--- src/rtl/rv32i_types.sv ---
// Shared RV32I core types: machine word, fetch FSM states and the
// {pc, instr} record carried from fetch to decode.
package rv32i_types;

    typedef logic [31:0] rv32i_word;

    typedef enum logic [1:0] {
        IDLE = 2'd0,
        REQ  = 2'd1,
        DROP = 2'd2
    } fetch_state_t;

    typedef struct packed {
        rv32i_word pc;
        rv32i_word instr;
    } fetch_entry_t;

    // Word-align a control-flow target.
    function automatic rv32i_word align_word(input rv32i_word addr);
        return addr & 32'hFFFF_FFFC;
    endfunction

endpackage

--- src/rtl/fetch_queue.sv ---
// Small circular FIFO of fetched {pc, instr} records. Flush empties the
// queue and wins over push and pop in the same cycle. The head outputs read
// registered storage directly so decode never sees a combinational path
// from the memory response.
module fetch_queue
    import rv32i_types::*;
#(
    parameter int QDEPTH = 2
) (
    input  logic                         clk,
    input  logic                         rst,
    input  logic                         push,
    input  fetch_entry_t                 push_entry,
    input  logic                         pop,
    input  logic                         flush,
    output logic [$clog2(QDEPTH+1)-1:0]  count,
    output logic                         head_valid,
    output fetch_entry_t                 head_entry
);

    localparam int CW = $clog2(QDEPTH + 1);
    localparam int PW = (QDEPTH > 1) ? $clog2(QDEPTH) : 1;

    fetch_entry_t   mem [QDEPTH];
    logic [PW-1:0]  rd_ptr;
    logic [PW-1:0]  wr_ptr;
    logic           do_push;
    logic           do_pop;

    function automatic logic [PW-1:0] ptr_inc(input logic [PW-1:0] p);
        return (p == PW'(QDEPTH - 1)) ? '0 : p + 1'b1;
    endfunction

    assign do_push = push & ~flush;
    assign do_pop  = pop & ~flush & (count != '0);

    // Storage, pointers and occupancy; reset clears the head storage too.
    always_ff @(posedge clk or posedge rst) begin
        if (rst) begin
            for (int i = 0; i < QDEPTH; i++) begin
                mem[i] <= '0;
            end
            rd_ptr <= '0;
            wr_ptr <= '0;
            count  <= '0;
        end else if (flush) begin
            rd_ptr <= '0;
            wr_ptr <= '0;
            count  <= '0;
        end else begin
            if (do_push) begin
                mem[wr_ptr] <= push_entry;
                wr_ptr      <= ptr_inc(wr_ptr);
            end
            if (do_pop) begin
                rd_ptr <= ptr_inc(rd_ptr);
            end
            count <= count + CW'(do_push) - CW'(do_pop);
        end
    end

    assign head_valid = (count != '0);
    assign head_entry = mem[rd_ptr];

endmodule

--- src/rtl/fetch_stage.sv ---
// Instruction fetch stage: owns the fetch PC, keeps at most one memory
// request outstanding, and feeds decode from fetch_queue.
//
//   state | meaning
//   IDLE  | no request outstanding; waiting for queue space
//   REQ   | request at fetch_pc outstanding; its response will be kept
//   DROP  | squashed request outstanding; hold its address, discard data
module fetch_stage
    import rv32i_types::*;
#(
    parameter rv32i_word RESET_PC = 32'h0000_0060,
    parameter int        QDEPTH   = 2
) (
    input  logic      clk,
    input  logic      rst,
    output logic      imem_read,
    output rv32i_word imem_address,
    input  logic      imem_resp,
    input  rv32i_word imem_rdata,
    input  logic      redirect,
    input  rv32i_word redirect_pc,
    input  logic      stall,
    output logic      if_valid,
    output rv32i_word if_instr,
    output rv32i_word if_pc
);

    localparam int CW = $clog2(QDEPTH + 1);

    fetch_state_t   state;
    fetch_state_t   state_next;
    rv32i_word      fetch_pc;
    rv32i_word      pc_next;
    rv32i_word      squash_addr;
    rv32i_word      squash_next;
    rv32i_word      redirect_tgt;
    logic [CW-1:0]  count;
    logic [CW-1:0]  count_next;
    logic           has_space;
    logic           push;
    logic           pop;
    fetch_entry_t   push_entry;
    fetch_entry_t   head_entry;

    assign redirect_tgt = align_word(redirect_pc);
    assign pop          = if_valid & ~stall;
    assign push         = imem_resp & (state == REQ) & ~redirect;
    assign count_next   = redirect ? '0 : count + CW'(push) - CW'(pop);
    // A new request is only issued when its response is guaranteed a slot.
    assign has_space    = (count_next < CW'(QDEPTH));
    assign push_entry   = '{pc: fetch_pc, instr: imem_rdata};

    assign imem_read    = (state != IDLE);
    assign imem_address = (state == DROP) ? squash_addr : fetch_pc;

    // State, fetch PC and squashed-address registers.
    always_ff @(posedge clk or posedge rst) begin
        if (rst) begin
            state       <= IDLE;
            fetch_pc    <= RESET_PC;
            squash_addr <= '0;
        end else begin
            state       <= state_next;
            fetch_pc    <= pc_next;
            squash_addr <= squash_next;
        end
    end

    // Next-state and next fetch PC; a redirect always wins over the response.
    always_comb begin
        state_next  = state;
        pc_next     = fetch_pc;
        squash_next = squash_addr;
        case (state)
            IDLE: begin
                if (redirect) pc_next = redirect_tgt;
                if (has_space) state_next = REQ;
            end
            REQ: begin
                if (imem_resp) begin
                    pc_next    = redirect ? redirect_tgt : fetch_pc + 32'd4;
                    state_next = has_space ? REQ : IDLE;
                end else if (redirect) begin
                    // Memory still owes us this word; keep presenting its address.
                    squash_next = fetch_pc;
                    pc_next     = redirect_tgt;
                    state_next  = DROP;
                end
            end
            DROP: begin
                if (redirect) pc_next = redirect_tgt;
                if (imem_resp) state_next = has_space ? REQ : IDLE;
            end
            default: state_next = IDLE;
        endcase
    end

    fetch_queue #(
        .QDEPTH (QDEPTH)
    ) u_queue (
        .clk        (clk),
        .rst        (rst),
        .push       (push),
        .push_entry (push_entry),
        .pop        (pop),
        .flush      (redirect),
        .count      (count),
        .head_valid (if_valid),
        .head_entry (head_entry)
    );

    assign if_pc    = head_entry.pc;
    assign if_instr = head_entry.instr;

endmodule

--- config.mk ---
export PLATFORM = sky130hd
export DESIGN_NAME = fetch_stage
export DESIGN_NICKNAME = d
export VERILOG_FILES = /design/src/rtl/rv32i_types.sv /design/src/rtl/fetch_queue.sv /design/src/rtl/fetch_stage.sv
export SDC_FILE = /design/constraint.sdc
export NUM_CORES = 1
export LEC_CHECK = 0
export ABC_CLOCK_PERIOD_IN_PS = 6300
export BUFFER_PORTS_ARGS = -buffer_cell sky130_fd_sc_hd__buf_2
export CAP_MARGIN = 30
export CELL_PAD_IN_SITES_DETAIL_PLACEMENT = 1
export CELL_PAD_IN_SITES_GLOBAL_PLACEMENT = 1
export CORE_MARGIN = 8
export CORE_UTILIZATION = 45
export CTS_CLUSTER_DIAMETER = 50
export DETAILED_ROUTE_END_ITERATION = 10
export PLACE_DENSITY_LB_ADDON = 0.1
export SYNTH_ARGS = -nofsm -noshare
export SYNTH_HDL_FRONTEND = slang
export SYNTH_HIERARCHICAL = 1
export SYNTH_SLANG_ARGS = --single-unit
--- constraint.sdc ---
create_clock -name clk -period 6.3 [get_ports clk]
set_clock_uncertainty 0.05 [all_clocks]
set_input_delay 1.26 -clock clk [delete_from_list [all_inputs] [get_ports clk]]
set_output_delay 1.26 -clock clk [all_outputs]
set_load 0.005 [all_outputs]
# Word-level counts from Yosys, hierarchy flattened
# Index checks and enable logic that the tools add are counted.
classes:
  add_sub_neg: 7
  order_cmp: 4
  n_eq_ne: 5
  mux: 25
  bitwise: 11
  reduce_logical: 11
ops:
  columns: ["cell", "count"]
  rows:
  - ["$mux W64", 4]
  - ["$bwmux W128", 1]
  - ["$mux W32", 4]
  - ["$demux W64 S1", 1]
  - ["$pmux W32 S2", 1]
  - ["$add A32 B3 Y32 const B", 1]
  - ["$mux W2", 6]
  - ["$reduce_bool A2 Y1", 5]
  - ["$mux W1", 7]
  - ["$and A1 B1 Y1", 6]
  - ["$pmux W2 S3", 1]
  - ["$reduce_and A3 Y1", 2]
  - ["$add A2 B1 Y2", 2]
  - ["$ge A2 B2 Y1 const B", 2]
  - ["$ne A2 B2 Y1 const B", 2]
  - ["$not A1 Y2", 2]
  - ["$sub A2 B1 Y2", 2]
  - ["$ne A3 B3 Y1 const B", 1]
  - ["$not A1 Y1", 3]
  - ["$add A1 B1 Y1 const B", 2]
  - ["$eq A2 B1 Y1 const B", 1]
  - ["$eq A2 B2 Y1 const B", 1]
  - ["$logic_not A2 Y1", 1]
  - ["$lt A2 B1 Y1 const B", 1]
  - ["4 further kinds", 4]
word_totals:
  ff_bits: 198
  inputBits: 69
  out_inout_bits: 98
  elab_cells: 73

# Depth between registers and ports, before layout
logic_depth:
  depth_word: 10
  depth_mapped: 10

# By module
# The synthesis kept the hierarchy.
modules_own_cells:
  columns: ["mod", "instances", "cells_per_inst", "area_per_inst_um2", "seq_area_each_um2"]
  rows:
  - ["fetch_queue", 1, 364, 6322.3, 3303.2]
  - ["fetch_stage", 1, 381, 3839.9, 1654.1]

# Least setup slack after synthesis
# OpenSTA, ideal clock, no wires.
synth_timing:
  kind: "input to register"
  startpoint: "input port imem_resp"
  endpoint: "register u_queue.count[1]"
  setup_time_ps: 117
  arrival_time_ps: 3163
  t_required_ps: 6133
  slack_ps: 2970
  stages: 10
  n_path_buf: 2
  cell_sequence: "clkbuf_1 -> nand2_1 -> nor3_1 -> clkbuf_1 -> or2b_1 -> ha_1 -> inv_1 -> ha_1 -> xnor3_1 -> nor2_1"
synth_between:
  elab_chain_len: 6
synth_lines:
  columns: ["item", "line", "rtl"]
  rows:
  - ["start: declaration", "fetch_stage.sv:18", "input logic imem_resp,"]
  - ["$and A1 B1 Y1 (2 in series)", "fetch_stage.sv:47", "assign push = imem_resp & (state == REQ) & ~redirect;"]
  - ["via push", "fetch_stage.sv:40", "logic push;"]
  - ["$and A1 B1 Y1", "fetch_queue.sv:34", "assign do_push = push & ~flush;"]
  - ["$add A2 B1 Y2", "fetch_queue.sv:58", "count <= count + CW'(do_push) - CW'(do_pop);"]
  - ["$sub A2 B1 Y2", "fetch_queue.sv:58", null]
  - ["$mux W2", "fetch_queue.sv:46", "end else if (flush) begin"]
  - ["end signal: assignment", "fetch_queue.sv:58", null]
  - ["end: declaration", "fetch_queue.sv:16", "output logic [$clog2(QDEPTH+1)-1:0] count,"]
# The timed path passes the listed nets, and every way through them passes these cells.
# A chain may end at the register's enable or synchronous reset.

# Worst setup path in the final report
layout_timing:
  startpoint: "input port redirect"
  endpoint: "register squash_addr[23]"
layout_between:
  elab_chain_len: 1
layout_lines:
  columns: ["item", "line", "rtl"]
  rows:
  - ["start: declaration", "fetch_stage.sv:20", "input logic redirect,"]
  - ["$reduce_and A3 Y1 (no source line)", null, null]
  - ["end signal: assignment", "fetch_stage.sv:65", "squash_addr <= squash_next;"]
  - ["end: declaration", "fetch_stage.sv:34", "rv32i_word squash_addr;"]
# Every way passes these cells.

==> metrics <==
Bufs and invs on worst path 3; Post-CTS Resized 0; DRT antenna net count 0; Cell Rows 55; Rel. slew slack 33.45%; Seq/Total Area, Yosys about half; Hold Path Sink squash_addr[2]; top post-synthesis cells by area dfrtp_1 (48%), mux2_4 (18%), mux2_2 (15%); synthesis-to-finish area growth 15.34%; Reg-to-Reg End u_queue/mem[19]; Post-Route WL 26.89 mm; post-layout util a little over half; clock buffer depth 2; status completed; Slew Viols, Final 0; EDFF count, synth 0; final-report hold violation count 0; Netlist cell types between 60 and 70; simple-gate share of the synthesized area under 10%; # IOs between 150 and 200; Synth Register Bits between 150 and 200; Ys Warns 6; largest family of logic cells by synthesized area multiplexers; DR vias/cell ~5.6; die footprint roughly 0.028 mm2; synthesized net count 818; Total Power about 4.6 mW; VDD IR max roughly 160 uV; Clock Tree Root clkbuf_16; Core Area about 0.022 mm2; Initial Util around 45%; Die Wd 166.3 um; internal power around 3.2 mW; RSZ-0062 raised after global routing false; TritonCTS Buffers 17; largest net degree at the start of global routing between 90 and 100; Sw Share 30.46%; Clock Latency Late Sink ~0.44 ns; CP cell instances buf_2, clkinv_1, nor3_2, buf_4, mux2_2; CTS sink cnt 198; Final min period about 4 ns; post-route cell area ~0.012 mm2; CTS tree yes; r2r worst-path depth 6; hold_buf cts 0; critical path depth 5; Post-Synthesis Cells about 750; Iter 0 DRT Violations around 300; fmax approximately 0.25 GHz; drt first pass iters 4; footprint of the multi-input gates between 0.004 and 0.005 mm2; GR peak layer met2; critical path launch point type primary input; LEAKAGE 5.529 nW; combinational share of power 31.0%; cell family with most CP delay buffers and inverters; CP max stage delay ~0.94 ns; Syn Area/Cell about 14 um2; share of flip-flops with an asynchronous set or reset 100.0%; Most used DFF post-synth dfrtp_1; Clock transition at path regs ~0.080 ns; post-CTS setup buffers 0; WS Path Type primary input to register; worst r2r src state[0]; part of the power in registers between 40% and 50%; register area a little under 0.005 mm2; # port buffers around 160; Compound-Gate Fraction of Synth Area 5.294%; met3 global-route usage between 3 and 4%; Chip Height ~170 um; Post-Route Setup TNS 0 ns; clock network power share between 20% and 30%; ANT cells 0; maxcap violations 0; Synth area leader dfrtp_1; CP max-delay cell nor3_2; mapped cell area slightly above 0.01 mm2; endpoints failing setup 0; Inst Count DP ~1200; post-route insts no fill ~1200; first-pass GRT wire length between 40 and 50 mm; period utilisation layout a little under two thirds; DR vias around 6700; Worst Tran Pin Value 0.9928 ns; Post-Synth Adder-Cell Area less than 1%; Post-DP Area around 0.011 mm2; Routed WL per cell around 23 um; GPL Wtd Cong approximately 0.85; # H-tree levels 4; commonest cells after routing, fill and taps aside dfrtp_1 (195), buf_2 (164), mux2_2 (137), mux2_4 (120), nand2_1 (36); fill count 2316; post-synthesis mux area share 33.40%; flop2flop setup slack ~3.1 ns; HP Start squash_addr[2]; hold path depth 1; CP required 6.57 ns; Worst Hold Class register to register; Setup crit end kind register; leading cell type in the layout, fill and taps excluded dfrtp_1; layout cells sized above 1 between 50% and 60%; total net switching power roughly 1.4 mW; Synth Area in XOR/XNOR less than 1%; nets 963; worst-path maximum fanout 40; initial antenna violation count 0; Worst EP arrival approximately 4.3 ns; GRT Total Usage between 10% and 20%; Overflow after GRT 0; top cell type's share of synthesized area 48.26%; met1 Use GR between 20% and 30%; dpl hpwl 18.54 mm; PwrDens a little under 400 mW/mm2; DRC 0; met2 Use GR 33.23%; vias in the first global route 7548
## flip-flops by register name, summed over array words and instances (netlist names)
signal          count
squash_addr        32
u_queue/mem       128
fetch_pc           32
u_queue/wr_ptr      1
u_queue/count       2
u_queue/rd_ptr      1
state               2
## metrics by stage
step | setup WS (ns) | hold slack [ns]
after floorplan | 1.464 | 0.4236
after global placement | 1.990 | 0.4336
after detailed placement | 1.873 | 0.4416
after CTS | 2.285 | 0.4586
after global routing | 2.153 | 0.4738
final | 2.286 | 0.4547
## cell usage after synthesis, drive strengths merged, types with 3 or more instances
library cell	number
nor4	7
buf	29
o22ai	12
a311oi	3
a21o	3
nor2	27
nor2b	6
dfrtp	196
or3	3
mux2	257
nand4	11
mux2i	5
and2	10
and4	10
ha	4
o32ai	3
clkbuf	21
xnor2	4
nand3	8
o311ai	4
a211oi	4
o21ai	15
nor3	7
nand2	36
a21oi	14
and3	6
inv	7
## per-layer routing
metal	up-vias	share of wire (%)
met5	-	0
met4	0	1.4
met3	24	3.8
met2	156	49
met1	3483	46
li1	3024	-
## power by group through the flow
stage	Combinational [mW]	Clock, mW	Sequential [mW]
2_1_floorplan	1.03	0	1.94
4_1_cts	1.45	1.11	2.09
6_report	1.43	1.09	2.09
3_3_place_gp	1.39	0	2.06
3_5_place_dp	1.44	0	2.11
5_1_grt	1.56	1.16	2.15
## worst max path at each step
stage | start | endpoint | slack [ns]
floorplan | rst | u_queue/count[0] | 1.46
global placement | redirect | squash_addr[30] | 1.99
detailed placement | redirect | squash_addr[29] | 1.87
CTS | state[1] | imem_address[3] | 2.28
global route | redirect | squash_addr[23] | 2.15
finish | redirect | squash_addr[23] | 2.29
## cells by family after synthesis
group           Yosys count
xor+xnor                  5
simple gates            139
flops                   198
fa+ha+maj                 4
compound gates           79
buf+inv                  58
mux                     262
## layout make-up
| cell class | instances | area share, % |
|---|---|---|
| multi-input cells | 489 | 41.23 |
| well taps | 285 | 3.042 |
| clock buffers | 18 | 3.747 |
| flip-flops and latches | 198 | 42.30 |
| clock inverters | 14 | 1.228 |
| repair buffers | 176 | 8.155 |
| inverters | 8 | 0.2989 |
Note: power is estimated with default switching activity, not from simulation.
